`src/rtl/dsp48a1_mac_sequencer.sv`:
```
// Drives a DSP48A1 slice (A1/B1/M/P/OPMODE registered) through an N-term
// multiply-accumulate job fed from an operand stream; returns the final P.
module dsp48a1_mac_sequencer #(
  parameter int unsigned LEN_W    = 16,
  parameter int unsigned PIPE_LAT = 3
) (
  input  logic             CLK,
  input  logic             RST_N,
  input  logic             START,
  input  logic [LEN_W-1:0] LEN,
  input  logic             S_VALID,
  output logic             S_READY,
  input  logic [17:0]      S_A,
  input  logic [17:0]      S_B,
  output logic [17:0]      DSP_A,
  output logic [17:0]      DSP_B,
  output logic [7:0]       DSP_OPMODE,
  output logic             DSP_CE,
  input  logic [47:0]      P_IN,
  output logic             RES_VALID,
  input  logic             RES_READY,
  output logic [47:0]      RES_DATA,
  output logic             BUSY
);

  localparam int unsigned DRAIN_W = (PIPE_LAT < 1) ? 1 : $clog2(PIPE_LAT + 1);
  localparam logic [7:0]  OP_FIRST = 8'h01;
  localparam logic [7:0]  OP_ACC   = 8'h09;
  localparam logic [7:0]  OP_HOLD  = 8'h08;

  typedef enum logic [1:0] {ST_IDLE, ST_ACCUM, ST_DRAIN, ST_DONE} state_t;

  state_t             state_q, state_d;
  logic [LEN_W-1:0]   len_q, len_d;
  logic [LEN_W-1:0]   cnt_q, cnt_d;
  logic [LEN_W-1:0]   cnt_inc;
  logic [DRAIN_W-1:0] drain_q, drain_d;
  logic               slot_v_q, slot_v_d;
  logic               slot_f_q, slot_f_d;
  logic               s_ready_d, ce_d, res_valid_d, busy_d;
  logic [17:0]        a_d, b_d;
  logic [7:0]         opmode_d;
  logic [47:0]        res_data_d;

  assign cnt_inc = cnt_q + LEN_W'(1);

  // Next-state and next-output decode; the slot tag lags the operands one edge
  // to line up with the slice's A1/B1 -> M stage.
  always_comb begin
    state_d     = state_q;
    len_d       = len_q;
    cnt_d       = cnt_q;
    drain_d     = drain_q;
    slot_v_d    = 1'b0;
    slot_f_d    = 1'b0;
    s_ready_d   = S_READY;
    ce_d        = DSP_CE;
    res_valid_d = RES_VALID;
    res_data_d  = RES_DATA;
    a_d         = DSP_A;
    b_d         = DSP_B;
    opmode_d    = slot_v_q ? (slot_f_q ? OP_FIRST : OP_ACC) : OP_HOLD;

    unique case (state_q)
      ST_IDLE: begin
        opmode_d = OP_HOLD;
        if (START) begin
          if (LEN != '0) begin
            len_d     = LEN;
            cnt_d     = '0;
            s_ready_d = 1'b1;
            ce_d      = 1'b1;
            state_d   = ST_ACCUM;
          end else begin
            res_data_d  = '0;
            res_valid_d = 1'b1;
            state_d     = ST_DONE;
          end
        end
      end
      ST_ACCUM: begin
        if (S_VALID && S_READY) begin
          a_d      = S_A;
          b_d      = S_B;
          slot_v_d = 1'b1;
          slot_f_d = (cnt_q == '0);
          cnt_d    = cnt_inc;
          if (cnt_inc == len_q) begin
            s_ready_d = 1'b0;
            drain_d   = '0;
            state_d   = ST_DRAIN;
          end
        end else begin
          a_d = '0;
          b_d = '0;
        end
      end
      ST_DRAIN: begin
        a_d = '0;
        b_d = '0;
        if (drain_q == DRAIN_W'(PIPE_LAT)) begin
          res_data_d  = P_IN;
          res_valid_d = 1'b1;
          ce_d        = 1'b0;
          state_d     = ST_DONE;
        end else begin
          drain_d = drain_q + DRAIN_W'(1);
        end
      end
      ST_DONE: begin
        opmode_d = OP_HOLD;
        if (RES_READY) begin
          res_valid_d = 1'b0;
          state_d     = ST_IDLE;
        end
      end
      default: state_d = ST_IDLE;
    endcase

    busy_d = (state_d != ST_IDLE);
  end

  always_ff @(posedge CLK or negedge RST_N) begin
    if (!RST_N) begin
      state_q    <= ST_IDLE;
      len_q      <= '0;
      cnt_q      <= '0;
      drain_q    <= '0;
      slot_v_q   <= 1'b0;
      slot_f_q   <= 1'b0;
      S_READY    <= 1'b0;
      DSP_CE     <= 1'b0;
      RES_VALID  <= 1'b0;
      RES_DATA   <= '0;
      DSP_A      <= '0;
      DSP_B      <= '0;
      DSP_OPMODE <= OP_HOLD;
      BUSY       <= 1'b0;
    end else begin
      state_q    <= state_d;
      len_q      <= len_d;
      cnt_q      <= cnt_d;
      drain_q    <= drain_d;
      slot_v_q   <= slot_v_d;
      slot_f_q   <= slot_f_d;
      S_READY    <= s_ready_d;
      DSP_CE     <= ce_d;
      RES_VALID  <= res_valid_d;
      RES_DATA   <= res_data_d;
      DSP_A      <= a_d;
      DSP_B      <= b_d;
      DSP_OPMODE <= opmode_d;
      BUSY       <= busy_d;
    end
  end

endmodule

```
`config.mk`:
```
export PLATFORM = sky130hd
export DESIGN_NAME = dsp48a1_mac_sequencer
export DESIGN_NICKNAME = d
export VERILOG_FILES = /design/src/rtl/dsp48a1_mac_sequencer.sv
export SDC_FILE = /design/constraint.sdc
export NUM_CORES = 1
export LEC_CHECK = 0
export BUFFER_PORTS_ARGS = -buffer_cell sky130_fd_sc_hd__buf_2
export CAP_MARGIN = 10
export CORE_MARGIN = 2
export CORE_UTILIZATION = 40
export DETAILED_ROUTE_END_ITERATION = 8
export GPL_TIMING_DRIVEN = 0
export PLACE_DENSITY = 0.69
export SLEW_MARGIN = 10
export SYNTH_ARGS = -nofsm -noshare
export SYNTH_HDL_FRONTEND = slang
export SYNTH_SLANG_ARGS = --single-unit
```
`constraint.sdc`:
```
create_clock -name CLK -period 2.59 [get_ports CLK]
set_input_delay 0.518 -clock CLK [delete_from_list [all_inputs] [get_ports CLK]]
set_output_delay 0.518 -clock CLK [all_outputs]
set_load 0.05 [all_outputs]
```
==> run summary <==
The flow ran to the end, and the final reports show no timing, DRC or antenna violations. In this run, the combinational gates consume 7.9% of the power. Dividing total power by cell area gives a power density of 601 nW/um^2. The switching share of total power was 24.1%. After the first detailed-routing iteration, the DRC count stood at 269. The tools report the worst hold margin as 0.0630 ns. TritonCTS built the clock tree. The analysis attributes to cell leakage a power of 3.84 nW. The first global-routing pass estimated 24.2 mm of wire. The area inside the core boundary came out at 14500 um^2.

After clock tree synthesis, the flow added hold-fix buffers numbering 0. The via count of the first global-routing pass was 4783. After Yosys synthesis, full adders, half adders and majority gates account for 1.48% of the synthesized area. After the last flow step, the layout net total stands at 900. Of the synthesized area, sequential elements account for 54.3%. After synthesis, the most frequently instantiated cells are dfrtp_1 (127), o21ai_0 (69), nand2_1 (63).

The minimum setup slack in the final design is 0.0586 ns. Routability-driven placement congestion ratio: 0.932. The startpoint identified for the worst register-to-register timing path is cnt_q[0]. In the global route stage, overall resource usage came out at 19.3%. Final setup violation count: 0.

For this design the top-level I/O count stands at 201. For the number of iterations in the first detailed-routing pass, the log shows 4. The number of warnings issued by yosys was 0. After routing, the total negative slack on setup checks comes to 0 ns. With fillers left out, the area of the finished cells amounts to 7960 um^2.

The count of standard-cell rows was 44; the initial cell density of the core was 40.8%. The layout overhead on the synthesized area was 34.7%; the maximum clock frequency was 395 MHz. The number of vias in the routed layout came out at 5012. Fill cells in the final layout number 1294.

For this run, the leading register cell type out of synthesis is dfrtp_1. STA classifies the critical path startpoint as a flop. The ratio of cells with drive above 1 in the final layout is 38.6%, and the die footprint is 15700 um^2. In the routed design, unresolved DRC markers number 0.

Data arrives at the worst endpoint at 2.82 ns. Max-cap violations in this run came to 0. The overflow left after global routing is 0. The worst ir drop on vdd was 0.384 mV. The run gives 56 as the count of distinct cell types in the synthesized netlist.

The number of antenna violations at the first check in global routing is 0. The number of buffers inserted by port buffering was 194. The mapped netlist covers 5900 um^2. For the total wire length, the log shows 15.2 mm.

In this run the power spent charging and discharging nets is 0.00115 W. The cell type with the largest total area after synthesis is dfrtp_1. Of all nets on the critical path, the largest fanout is 6. Registers are responsible for 43.1% of the overall power. The slew at the pin with the worst max-slew slack works out to 0.554 ns. The detail route stage leaves a number of antenna-violating nets equal to 0. Before CTS, the worst setup slack after placement is -1.04 ns. Total number of clock tree sinks: 128. Cell internal power dissipation: 0.00363 W. The buffer depth of the longest clock path was 2. The number of enable-type register cells in the synthesized netlist is 0. Tracing the worst setup path back leads to its startpoint at cnt_q[0].

The instance area after placement was 7160 um^2; the share of the synthesized area in the top cell type was 53.8%. In this run, the clock network consumes 49.0% of the power. Entering global routing, the biggest net connects 73 pins.

Clock tree synthesis inserted a total of 17 buffers. The repair_antennas step left the layout with diodes totalling 0. The synthesized netlist devotes 2.90% of its cell area to XOR and XNOR gates. The share of synthesized area spent on multiplexers is 3.05%.

The run gives 561 as the number of instances in the synthesized netlist. Ranked by total cell area, the synthesized netlist is headed by dfrtp_1 (54%), a22o_1 (7.4%), o21ai_0 (5.8%), nand2_1 (4.0%), inv_1 (3.1%). Between clock sinks in the finished design, the worst skew comes to 0.00458 ns. STA puts the critical path data required time at 2.88 ns. Master cell of the clock root buffer: clkbuf_16. The worst min-delay path category is input pin to async pin. STA classifies the critical path endpoint as a flop. The setup path with the least slack is of type flop to flop.

The clock latency at the later pin of the worst-skew pair came out at 0.41 ns. Summing the areas of all compound-gate instances in the mapped netlist gives 18.6% of the synthesized area. Summing the areas of all and, or, nand and nor instances in the mapped netlist gives 13.2% of the synthesized area. The average wire per cell in the routed design is 15.4 um.

The clock-pin slew reported for the worst setup and hold paths after clock tree synthesis was 0.06 ns; the number of vias per cell was 5.09. The H-tree generated during clock tree synthesis spans 4 levels. The ratio of final minimum period to clock period works out to 97.7%. By area, the combinational part of the netlist is dominated by compound AO/OA/AOI/OAI gates. The mean post-synth cell area is 10.5 um^2. In this run the horizontal extent of the chip is 125 um. In the synthesized netlist the async set-or-reset flop fraction comes to 100%. The number of hold-slack violations in the final timing report was 0; the die outline height was 125 um. The most numerous cell in the Yosys netlist was dfrtp_1. The final HPWL from detailed placement is 11.0 mm, and the headroom to the max-slew limit is 63.0%. The count of pins over their slew limit is 0, and the time the final worst path needs with I/O delays and setup is 2.53 ns.

In this run, synthesis produced a sequential element count of 128.
## power by group through the flow
| stage | Clock, W | Sequential, W | Combinational [W] |
|---|---|---|---|
| 2_1_floorplan | 0 | 0.00223 | 0.0000626 |
| 3_3_place_gp | 0 | 0.00209 | 0.000372 |
| 3_5_place_dp | 0 | 0.00209 | 0.000380 |
| 4_1_cts | 0.00240 | 0.00206 | 0.000382 |
| 5_1_grt | 0.00249 | 0.00206 | 0.000402 |
| 6_report | 0.00234 | 0.00206 | 0.000377 |
## critical path, stage by stage, from the launching register on
cell	delay [ns]
dfrtp_2	0.40
buf_4	0.14
ha_4	0.16
nand3_2	0.12
nor4_4	0.39
xnor2_2	0.12
nor4_4	0.34
o2111ai_2	0.20
and2_4	0.21
a221o_1	0.33
## metrics by stage
stage	power (W)	cells	util (%)
finish	0.00478	984	54.9
global route	0.00496	984	54.9
CTS	0.00484	977	53.9
detailed placement	0.00247	945	49.4
global placement	0.00247	944	49.2
floorplan	0.00229	566	-
## sequential cells by signal (all words and copies together), names as in the netlist
name / count
RES_VALID: 1
drain_q: 2
DSP_OPMODE: 2
DSP_CE: 1
slot_v_q: 1
DSP_B: 18
cnt_q: 16
S_READY: 1
DSP_A: 18
RES_DATA: 48
BUSY: 1
len_q: 16
state_q: 2
slot_f_q: 1
## cell families after synthesis
kind of cell,Yosys count
multiplexers,16
buffers and inverters,90
AND/OR/NAND/NOR,140
XOR/XNOR,18
AO/OA/AOI/OAI,161
flip-flops,128
adder cells (fa/ha/maj),7
other,1
## layer usage
metal	GRT usage (%)	up-vias	wire length, um
li1	-	2427	-
met1	25.7	2387	6860
met2	30.8	176	7090
met3	4.28	22	933
met4	7.32	0	284
met5	0	-	0
## placed cells by master, fill, tap and decap left out, types with 4 or more instances in the layout
master     instances
buf_2            196
dfrtp_1          124
o21ai_0           67
nand2_1           63
a22o_1            50
inv_1             48
buf_4             17
clkbuf_16         17
mux2_2            16
clkbuf_1          15
nor2_1            15
a21oi_1           13
xnor2_1           10
clkbuf_2          10
nand3_1            7
nand2b_1           6
xor2_1             6
nor4_4             6
nor4_1             6
conb_1             6
and3_1             5
a31oi_1            5
ha_1               5
nor2b_1            4
nand4_1            4
## layout make-up
| type | instances | area, um^2 | share of cell area (%) |
|---|---|---|---|
| flip-flops and latches | 128 | 3210 | 40.3 |
| multi-input cells | 348 | 2450 | 30.8 |
| repair buffers | 206 | 1090 | 13.7 |
| clock buffers | 19 | 453 | 5.69 |
| well taps | 184 | 230 | 2.89 |
| plain buffers | 39 | 211 | 2.66 |
| inverters | 48 | 180 | 2.26 |
| clock inverters | 12 | 134 | 1.68 |
## what timing repair did
action                                  in CTS  in global routing
endpoints found under the setup margin     105                 93
pin swaps                                    4                  8
setup buffers                                1                 10
gates resized for setup                     17                 30
## path summary, 6_finish.rpt
kind / end / slack [ns] / cells past startpoint
setup / recovery: drain_q[0] / 0.06 / 9
hold / removal: cnt_q[0] / 0.06 / 1
setup reg to reg: drain_q[0] / 0.06 / 9
hold reg to reg: DSP_OPMODE[3] / 0.37 / 1
max in group asynchronous: cnt_q[8] / 1.78 / 2
min in group CLK: DSP_B[2] / 0.31 / 3
Note: power is estimated with default switching activity, not from simulation.
